$ cat src/rtl/tx_fire_con.sv
// tx_fire_con: transmit firing-delay controller with a double-buffered delay table.
// Optional macro TX_CH_MASK_EN adds the ch_mask port, a per-channel fire enable latched on start.
module tx_fire_con #(
   parameter int NUM_CHANNELS = 16,
   parameter int MAX_DELAY    = 256,
   parameter int DELAY_W      = 8,
   parameter int PULSE_LEN    = 4
) (
   input  logic                            clk,
   input  logic                            reset,
   input  logic                            wr_en,
   input  logic [$clog2(NUM_CHANNELS)-1:0] wr_addr,
   input  logic [DELAY_W-1:0]              wr_delay,
   input  logic                            start,
   input  logic                            abort,
`ifdef TX_CH_MASK_EN
   input  logic [NUM_CHANNELS-1:0]         ch_mask,
`endif
   output logic [NUM_CHANNELS-1:0]         pulse_out,
   output logic                            busy,
   output logic                            done
);

   localparam int ADDR_W = $clog2(NUM_CHANNELS);
   // Wide enough for the terminal count plus one, so the delay+pulse window never wraps.
   localparam int CNT_W = $clog2(MAX_DELAY + PULSE_LEN + 2);
   localparam logic [CNT_W-1:0] LAST_CNT = CNT_W'(MAX_DELAY + PULSE_LEN);

   localparam logic [1:0] IDLE = 2'd0;
   localparam logic [1:0] ARM  = 2'd1;
   localparam logic [1:0] FIRE = 2'd2;
   localparam logic [1:0] DONE = 2'd3;

   logic [1:0]              state;
   logic [CNT_W-1:0]        cnt;
   logic [DELAY_W-1:0]      shadow [NUM_CHANNELS];
   logic [DELAY_W-1:0]      active [NUM_CHANNELS];
   logic [NUM_CHANNELS-1:0] mask_in;
   logic [NUM_CHANNELS-1:0] mask_active;
   logic [NUM_CHANNELS-1:0] hit;
   logic                    addr_ok;
   logic                    start_ok;

`ifdef TX_CH_MASK_EN
   assign mask_in = ch_mask;
`else
   assign mask_in = '1;
`endif

   generate
      if ((1 << ADDR_W) > NUM_CHANNELS) begin : g_addr_chk
         assign addr_ok = (32'(wr_addr) < NUM_CHANNELS);
      end else begin : g_addr_full
         assign addr_ok = 1'b1;
      end
   endgenerate

   assign start_ok = (state == IDLE) && start;

   always_ff @(posedge clk or posedge reset) begin
      if (reset) begin
         for (int i = 0; i < NUM_CHANNELS; i++) begin
            shadow[i] <= '0;
         end
      end else if (wr_en && addr_ok) begin
         shadow[wr_addr] <= wr_delay;
      end
   end

   // The active copy samples shadow before any same-cycle write lands, so that write waits for the next shot.
   always_ff @(posedge clk or posedge reset) begin
      if (reset) begin
         for (int i = 0; i < NUM_CHANNELS; i++) begin
            active[i] <= '0;
         end
         mask_active <= '0;
      end else if (start_ok) begin
         for (int i = 0; i < NUM_CHANNELS; i++) begin
            active[i] <= shadow[i];
         end
         mask_active <= mask_in;
      end
   end

   // cnt is 0 in the first FIRE cycle, which only primes the timebase; firing offset zero is cnt==1.
   always_comb begin
      hit = '0;
      for (int i = 0; i < NUM_CHANNELS; i++) begin
         hit[i] = mask_active[i]
                  && (cnt > CNT_W'(active[i]))
                  && (cnt <= CNT_W'(active[i]) + CNT_W'(PULSE_LEN));
      end
   end

   always_ff @(posedge clk or posedge reset) begin
      if (reset) begin
         state     <= IDLE;
         cnt       <= '0;
         pulse_out <= '0;
      end else begin
         pulse_out <= '0;
         case (state)
            IDLE: begin
               if (start) begin
                  state <= ARM;
                  cnt   <= '0;
               end
            end
            ARM: begin
               state <= FIRE;
            end
            FIRE: begin
               if (abort) begin
                  state <= IDLE;
               end else begin
                  pulse_out <= hit;
                  cnt       <= cnt + 1'b1;
                  if (cnt == LAST_CNT) begin
                     state <= DONE;
                  end
               end
            end
            DONE: begin
               state <= IDLE;
            end
            default: begin
               state <= IDLE;
            end
         endcase
      end
   end

   assign busy = (state != IDLE);
   assign done = (state == DONE);

endmodule
$ cat config.mk
export PLATFORM = sky130hd
export DESIGN_NAME = tx_fire_con
export DESIGN_NICKNAME = d
export VERILOG_FILES = /design/src/rtl/tx_fire_con.sv
export SDC_FILE = /design/constraint.sdc
export NUM_CORES = 1
export LEC_CHECK = 0
export CORE_ASPECT_RATIO = 1.5
export CORE_MARGIN = 2
export CORE_UTILIZATION = 55
export DETAILED_ROUTE_END_ITERATION = 10
export PLACE_DENSITY = 0.76
export SLEW_MARGIN = 20
export SYNTH_ARGS = -nofsm -noshare
export SYNTH_HDL_FRONTEND = slang
export SYNTH_SLANG_ARGS = --single-unit
$ cat constraint.sdc
create_clock -name clk -period 25.1 [get_ports clk]
set_input_delay 3.765 -clock clk [delete_from_list [all_inputs] [get_ports clk]]
set_output_delay 3.765 -clock clk [all_outputs]
set_load 0.01 [all_outputs]
==> summary.txt, run 1 <==
Status
  • Status: completed

STA
  • Slew Viols, Final: 0
  • Minimum clock period: 6.15 ns
  • Max Clk Rate: 163 MHz
  • Count of final hold-check violations: 0
  • Worst setup margin: 18.95 ns
  • Final clock skew: 0.0188 ns
  • # setup viols final: 0
  • Worst slew margin: 18.7%
  • Final setup TNS: 0 ns
  • Final hold slack: 0.484 ns
  • RSZ-0062 raised after global routing: no
  • Worst slew pin tran: 1.22 ns
  • Fin crit share: 24.5%

Routing
  • Residual DRC: 0
  • Post-DRT Antenna Nets: 0
  • Routed vias: 13500
  • 1st-pass router iterations: 5
  • Vias per cell: 6.17
  • Drt initial violations: 737
  • Routed WL: 43700 µm
  • Wire per inst: 20.0 µm

Synth
  • Yosys Warn Count: 0
  • Synth top area cells: dfrtp_1 (40%), ha_1 (18%), mux2_2 (7.0%), xnor2_1 (3.2%), nand2_1 (3.2%)
  • Seq/Total Area, Yosys: 39.9%
  • Synth Flop Type: dfrtp_1
  • Syn_nets: 2004
  • Post-synthesis cell count: 1729
  • Cell Area, Synth: 17800 µm²
  • EDFF count, synth: 0
  • Avg Cell Area, Syn: 10.3 µm²
  • Synth top area share: 39.9%
  • Area leader, netlist: dfrtp_1
  • Synth unique cells: 57
  • Ys async rst share: 100%
  • Number of synthesized register bits: 284

Finish
  • N_diodes: 0
  • Share of cells above drive strength 1: 12.9%
  • Synthesis-to-layout area growth: 9.86%
  • Post-route insts no fill: 2190
  • Design Area, Final: 19500 µm²
  • Layout net count: 2034

Setup path
  • Worst Path Max Fanout: 96
  • Crit Path Class: input port to flip-flop
  • CP max stage cell: and3_4
  • R2R cell count: 4
  • Setup crit end kind: flip-flop
  • Startpoint types: input port
  • CP peak stage delay: 0.90 ns
  • Worst Path Required: 25.53 ns
  • Worst path cell trace: clkdlybuf4s50_1 -> and3_4 -> buf_4 -> mux2_4
  • Critical Path AT: 6.59 ns

Global route
  • Antenna violations before repair: 0
  • Gr usage total: 26.3%
  • M1 GR Usage: 31.1%
  • Met2 GRT Util: 46.8%
  • Busiest grt layer: met2
  • Vias in the first global route: 14000
  • GR Util met3: 3.35%
  • Remaining Overflow, GRT: 0
  • First-pass GRT wire length: 70400 µm
  • Largest net degree at the start of global routing: 154

Clock network
  • Worst-path clk slew: 0.06 ns
  • Post-CTS setup buffers: 0
  • Num CTS Buffers: 28
  • Clock sink count: 284
  • H-tree levels: 1
  • Resized cells post-CTS: 0
  • Maximum root-to-sink buffer count: 3
  • CTS tree: done
  • Clock Tree Root: clkbuf_16
  • Post-cts hold buffer count: 0
  • Clk_lat worst skew: 0.56 ns

Placement
  • Port bufs: 34
  • Inst Count DP: 2139
  • RePlAce Congestion: 0.850
  • Dpl hpwl: 28400 µm
  • Setup WS pre-CTS: 18.44 ns
  • Dpl cell area: 18500 µm²

Power
  • Pwr Density: 109 nW/µm²
  • LEAKAGE: 0.00912 µW
  • Peak VDD IR: 0.0464 mV

Floorplan
  • Die height: 224 µm
  • Die Footprint: 33800 µm²
  • I/O pin count: 35
  • Initial core utilization: 55.9%
  • Row Count: 80
  • Die X-Extent: 151 µm
  • Core ar.: 31800 µm²

Worst hold path
  • HP Class: flip-flop to flip-flop
  • Hold path cells: 2

Run
  • Max Cap Viol: 0
[sequential cells by signal, indices dropped and copies added (netlist names)]
name,cells
pulse_out,16
cnt,9
state,2
mask_active,1
shadow,128
active,128
[cell usage after synthesis, types with 8 or more instances]
master	number
nor2b_1	32
o21a_1	10
xnor2_1	66
nand2_1	152
nor3_1	45
nand2b_1	8
a41o_1	12
nand4b_1	15
mux2_2	111
inv_1	139
a211oi_1	25
o21ai_1	112
a21oi_1	70
ha_1	258
nand4_1	20
mux2_4	32
o211ai_1	10
a21o_1	24
buf_2	32
o21ai_0	65
clkbuf_1	9
dfrtp_1	284
a32oi_1	8
nor2_2	9
nand3_1	80
nand3b_1	10
nor2_1	26
[placed cells by master, fill, tap and decap left out, types with 6 or more instances in the layout]
master and n:
nand3b_1 10, nor3_1 45, nor2_1 26, clkbuf_8 7
dfrtp_1 277, o21ai_0 65, dfrtp_2 7, nor2b_1 32
nand2_1 152, nor2_2 9, a21o_1 24, clkdlybuf4s50_1 33
xnor2_1 66, clkbuf_16 29, nand3_1 80, a32oi_1 8
buf_4 11, and4b_1 6, o21ai_1 112, mux2_4 32
a21oi_1 70, o21a_1 10, inv_1 138, a41o_1 12
a211oi_1 25, nand2b_1 8, o211ai_1 10, nand4b_1 15
mux2_2 111, nand4_1 20, ha_1 258
[worst max-delay path: cells and delay by family]
family / cells / cell delay [ns]
buf+inv: 2 / 1.44
mux: 1 / 0.35
simple gates: 1 / 0.90
[power by group]
part           switching [µW]  internal [µW]  total [µW]
clock                     185            283         468
sequential                116            616         732
combinational             530            394         924
[worst paths after layout]
kind                           start            end  slack [ns]
hold / removal             shadow[3]      active[3]        0.48
setup / recovery               start     active[88]       18.95
setup reg to reg            state[0]     active[88]       22.15
min in group asynchronous      reset  pulse_out[10]        3.80
hold reg to reg            shadow[3]      active[3]        0.48
max in group asynchronous      reset    shadow[114]       19.92
[kinds of logic after synthesis]
group	after synthesis	synth area share, %
AOI/OAI and AO/OA	360	12.1
xor gates and xnor gates	70	3.45
adders and majority gates	258	18.1
buffers and inverters	187	4.36
DFF	284	39.9
muxes	144	9.79
and+or+nand+nor	426	12.2
[routing by layer]
metal | vias to the layer above | routed length [µm]
li1 | 6266 | -
met1 | 6692 | 17200
met2 | 382 | 22200
met3 | 162 | 2100
met4 | 0 | 2190
met5 | - | 0
[metrics by stage]
step / utilization (%) / total power [µW]
4_1_cts: 61.4 / 2120
3_5_place_dp: 58.2 / 1640
6_report: 61.4 / 2120
2_1_floorplan: - / 1410
5_1_grt: 61.4 / 2280
3_3_place_gp: 58.2 / 1590
[final cells by class]
cell class              count  area (µm²)
flip-flops and latches    284        7120
fillers                  2530       12300
clock inverters            11         191
multi-input cells        1258        9910
clock buffers              40         837
repair buffers             46         438
well taps                 410         513
inverters                 141         537
Power figures use the tool's default switching activity.
==> run 2, diff against run 1 <==
==> constraint.sdc (replaced) <==
create_clock -name clk -period 6.2 [get_ports clk]
set_input_delay 0.93 -clock clk [delete_from_list [all_inputs] [get_ports clk]]
set_output_delay 0.93 -clock clk [all_outputs]
set_load 0.01 [all_outputs]
==> run 2 against run 1 <==
Effect of this change: routed wire length is 3.1% lower; clock skew is 0.0054 ns lower; largest power group unchanged; highest routed layer unchanged; register-to-register slack worse by 19 ns; count of clock-buffer cells in the layout is 8 lower; global-route usage is 0.78 points lower.
==> summary.txt, run 2 (synthesis results as in run 1) <==
Status
  • Status: completed (unchanged)

STA
  • Final hold slack: 0.481 ns (was 0.484 ns)
  • Worst slew pin tran: 1.18 ns (was 1.22 ns)
  • RSZ-0062 raised after global routing: no (unchanged)
  • Worst slew margin: 21.0% (was 18.7%)
  • Count of final hold-check violations: 0 (unchanged)
  • Final clock skew: 0.0134 ns (was 0.0188 ns)
  • Final setup TNS: 0 ns (unchanged)
  • Max Clk Rate: 367 MHz
  • Minimum clock period: 2.73 ns
  • # setup viols final: 0 (unchanged)
  • Fin crit share: 44.0%
  • Worst setup margin: 3.47 ns (was 18.95 ns)
  • Slew Viols, Final: 0 (unchanged)

Routing
  • 1st-pass router iterations: 6 (was 5)
  • Routed WL: 42400 µm (was 43700 µm)
  • Post-DRT Antenna Nets: 0 (unchanged)
  • Vias per cell: 6.08 (was 6.17)
  • Drt initial violations: 646 (was 737)
  • Wire per inst: 19.3 µm (was 20.0 µm)
  • Residual DRC: 0 (unchanged)
  • Routed vias: 13300 (was 13500)

Floorplan
  • Row Count: 80 (unchanged)
  • Die height: 224 µm (unchanged)
  • Die Footprint: 33800 µm² (unchanged)
  • I/O pin count: 35 (unchanged)
  • Initial core utilization: 55.9% (unchanged)
  • Core ar.: 31800 µm² (unchanged)
  • Die X-Extent: 151 µm (unchanged)

Placement
  • RePlAce Congestion: 0.856 (was 0.850)
  • Dpl hpwl: 27400 µm (was 28400 µm)
  • Setup WS pre-CTS: 2.99 ns (was 18.44 ns)
  • Port bufs: 34 (unchanged)

Power
  • Power Total: 8400 µW (was 2120 µW)
  • Pwr Density: 431 nW/µm² (was 109 nW/µm²)
  • LEAKAGE: 0.00909 µW (was 0.00912 µW)
  • Peak VDD IR: 0.177 mV (was 0.0464 mV)

Finish
  • N_diodes: 0 (unchanged)
  • Multi-input gate area: 9910 µm² (unchanged)
  • Reg area: 7120 µm² (unchanged)
  • Final Util: 61.2% (was 61.4%)
  • Fillers: 2534 (was 2530)
  • Top Registers: active x128, shadow x128, pulse_out x16 (unchanged)
  • Synthesis-to-layout area growth: 9.49% (was 9.86%)
  • Commonest non-fill, non-tap cell in the layout: dfrtp_1 (unchanged)
  • Layout net count: 2036 (was 2034)
  • Most frequent cells in the layout: dfrtp_1 (277), ha_1 (258), nand2_1 (152) (unchanged)
  • Share of cells above drive strength 1: 13.0% (was 12.9%)

Global route
  • Gr usage total: 25.5% (was 26.3%)
  • Vias in the first global route: 13600 (was 14000)
  • Remaining Overflow, GRT: 0 (unchanged)
  • Largest net degree at the start of global routing: 133 (was 154)
  • Antenna violations before repair: 0 (unchanged)
  • First-pass GRT wire length: 68200 µm (was 70400 µm)

Setup path
  • Worst Path Max Fanout: 8 (was 96)
  • Critical Path AT: 1.80 ns (was 6.59 ns)
  • Worst Path Required: 5.27 ns (was 25.53 ns)
  • Crit Path Class: flip-flop to output port (was input port to flip-flop)
  • R2R cell count: 6 (was 4)
  • Setup crit end kind: output port (was flip-flop)
  • Startpoint types: flip-flop (was input port)

Clock network
  • Post-CTS setup buffers: 0 (unchanged)
  • Worst-path clk slew: 0.07 ns (was 0.06 ns)
  • CTS tree: done (unchanged)
  • Clock Tree Root: clkbuf_16 (unchanged)
  • Maximum root-to-sink buffer count: 3 (unchanged)
  • Clk_lat worst skew: 0.55 ns (was 0.56 ns)
  • Num CTS Buffers: 27 (was 28)
  • Clock sink count: 284 (unchanged)
  • Resized cells post-CTS: 0 (unchanged)
  • Post-cts hold buffer count: 0 (unchanged)
  • H-tree levels: 1 (unchanged)

Worst hold path
  • Hold path cells: 2 (unchanged)
  • HP Class: flip-flop to flip-flop (unchanged)

Run
  • Max Cap Viol: 0 (unchanged)
-- run 2: changes by cell type in the layout (fill, tap and decap cells not counted), sizes merged --
cell,previous run,this run
clkinv,2,8
bufinv,5,4
clkdlybuf4s50,33,32
clkbuf,40,32
clkinvlp,3,4
buf,13,17
inv,142,141
-- run 2: layout make-up --
type                            instances  area share [%]
Clock buffer                           32            3.72
Clock inverter                         16            1.02
Inverter                              141            2.74
Multi-Input combinational cell       1258            50.9
Sequential cell                       284            36.5
Tap cell                              410            2.63
Timing Repair Buffer                   49            2.47
-- run 2: path summary, 6_finish.rpt --
| check | from | endpoint | slack (ns) |
|---|---|---|---|
| worst max-delay path | state[0] | done | 3.47 |
| worst min-delay path | shadow[77] | active[77] | 0.48 |
| worst max register to register | cnt[6] | pulse_out[1] | 3.47 |
| worst min register to register | shadow[77] | active[77] | 0.48 |
| max in group asynchronous | reset | cnt[3] | 3.95 |
| min in group asynchronous | reset | active[56] | 0.65 |
-- run 2: metal layers --
metal	vias up	GRT usage (%)	part of all wire (%)
met5	-	0	0
met4	0	13.5	5.6
met3	153	3.16	4.1
met2	345	45.1	50
met1	6553	30.1	41
li1	6273	-	-
-- run 2: per-stage QoR --
stage               cell area, µm²  std cells
floorplan                    17800       1729
global placement             18600       2142
detailed placement           18600       2142
CTS                          19500       2190
global route                 19500       2190
finish                       19500       2190
-- run 2: power breakdown --
| part | leakage, µW | internal (µW) | switching, µW |
|---|---|---|---|
| Clock | 0.000450 | 1000 | 734 |
| Combinational | 0.00508 | 1600 | 2110 |
| Sequential | 0.00356 | 2490 | 461 |
-- run 2: critical path, stage by stage (launching register included) --
cell	delay, ns
dfrtp_1	0.55
and2_1	0.18
clkdlybuf4s50_1	0.53
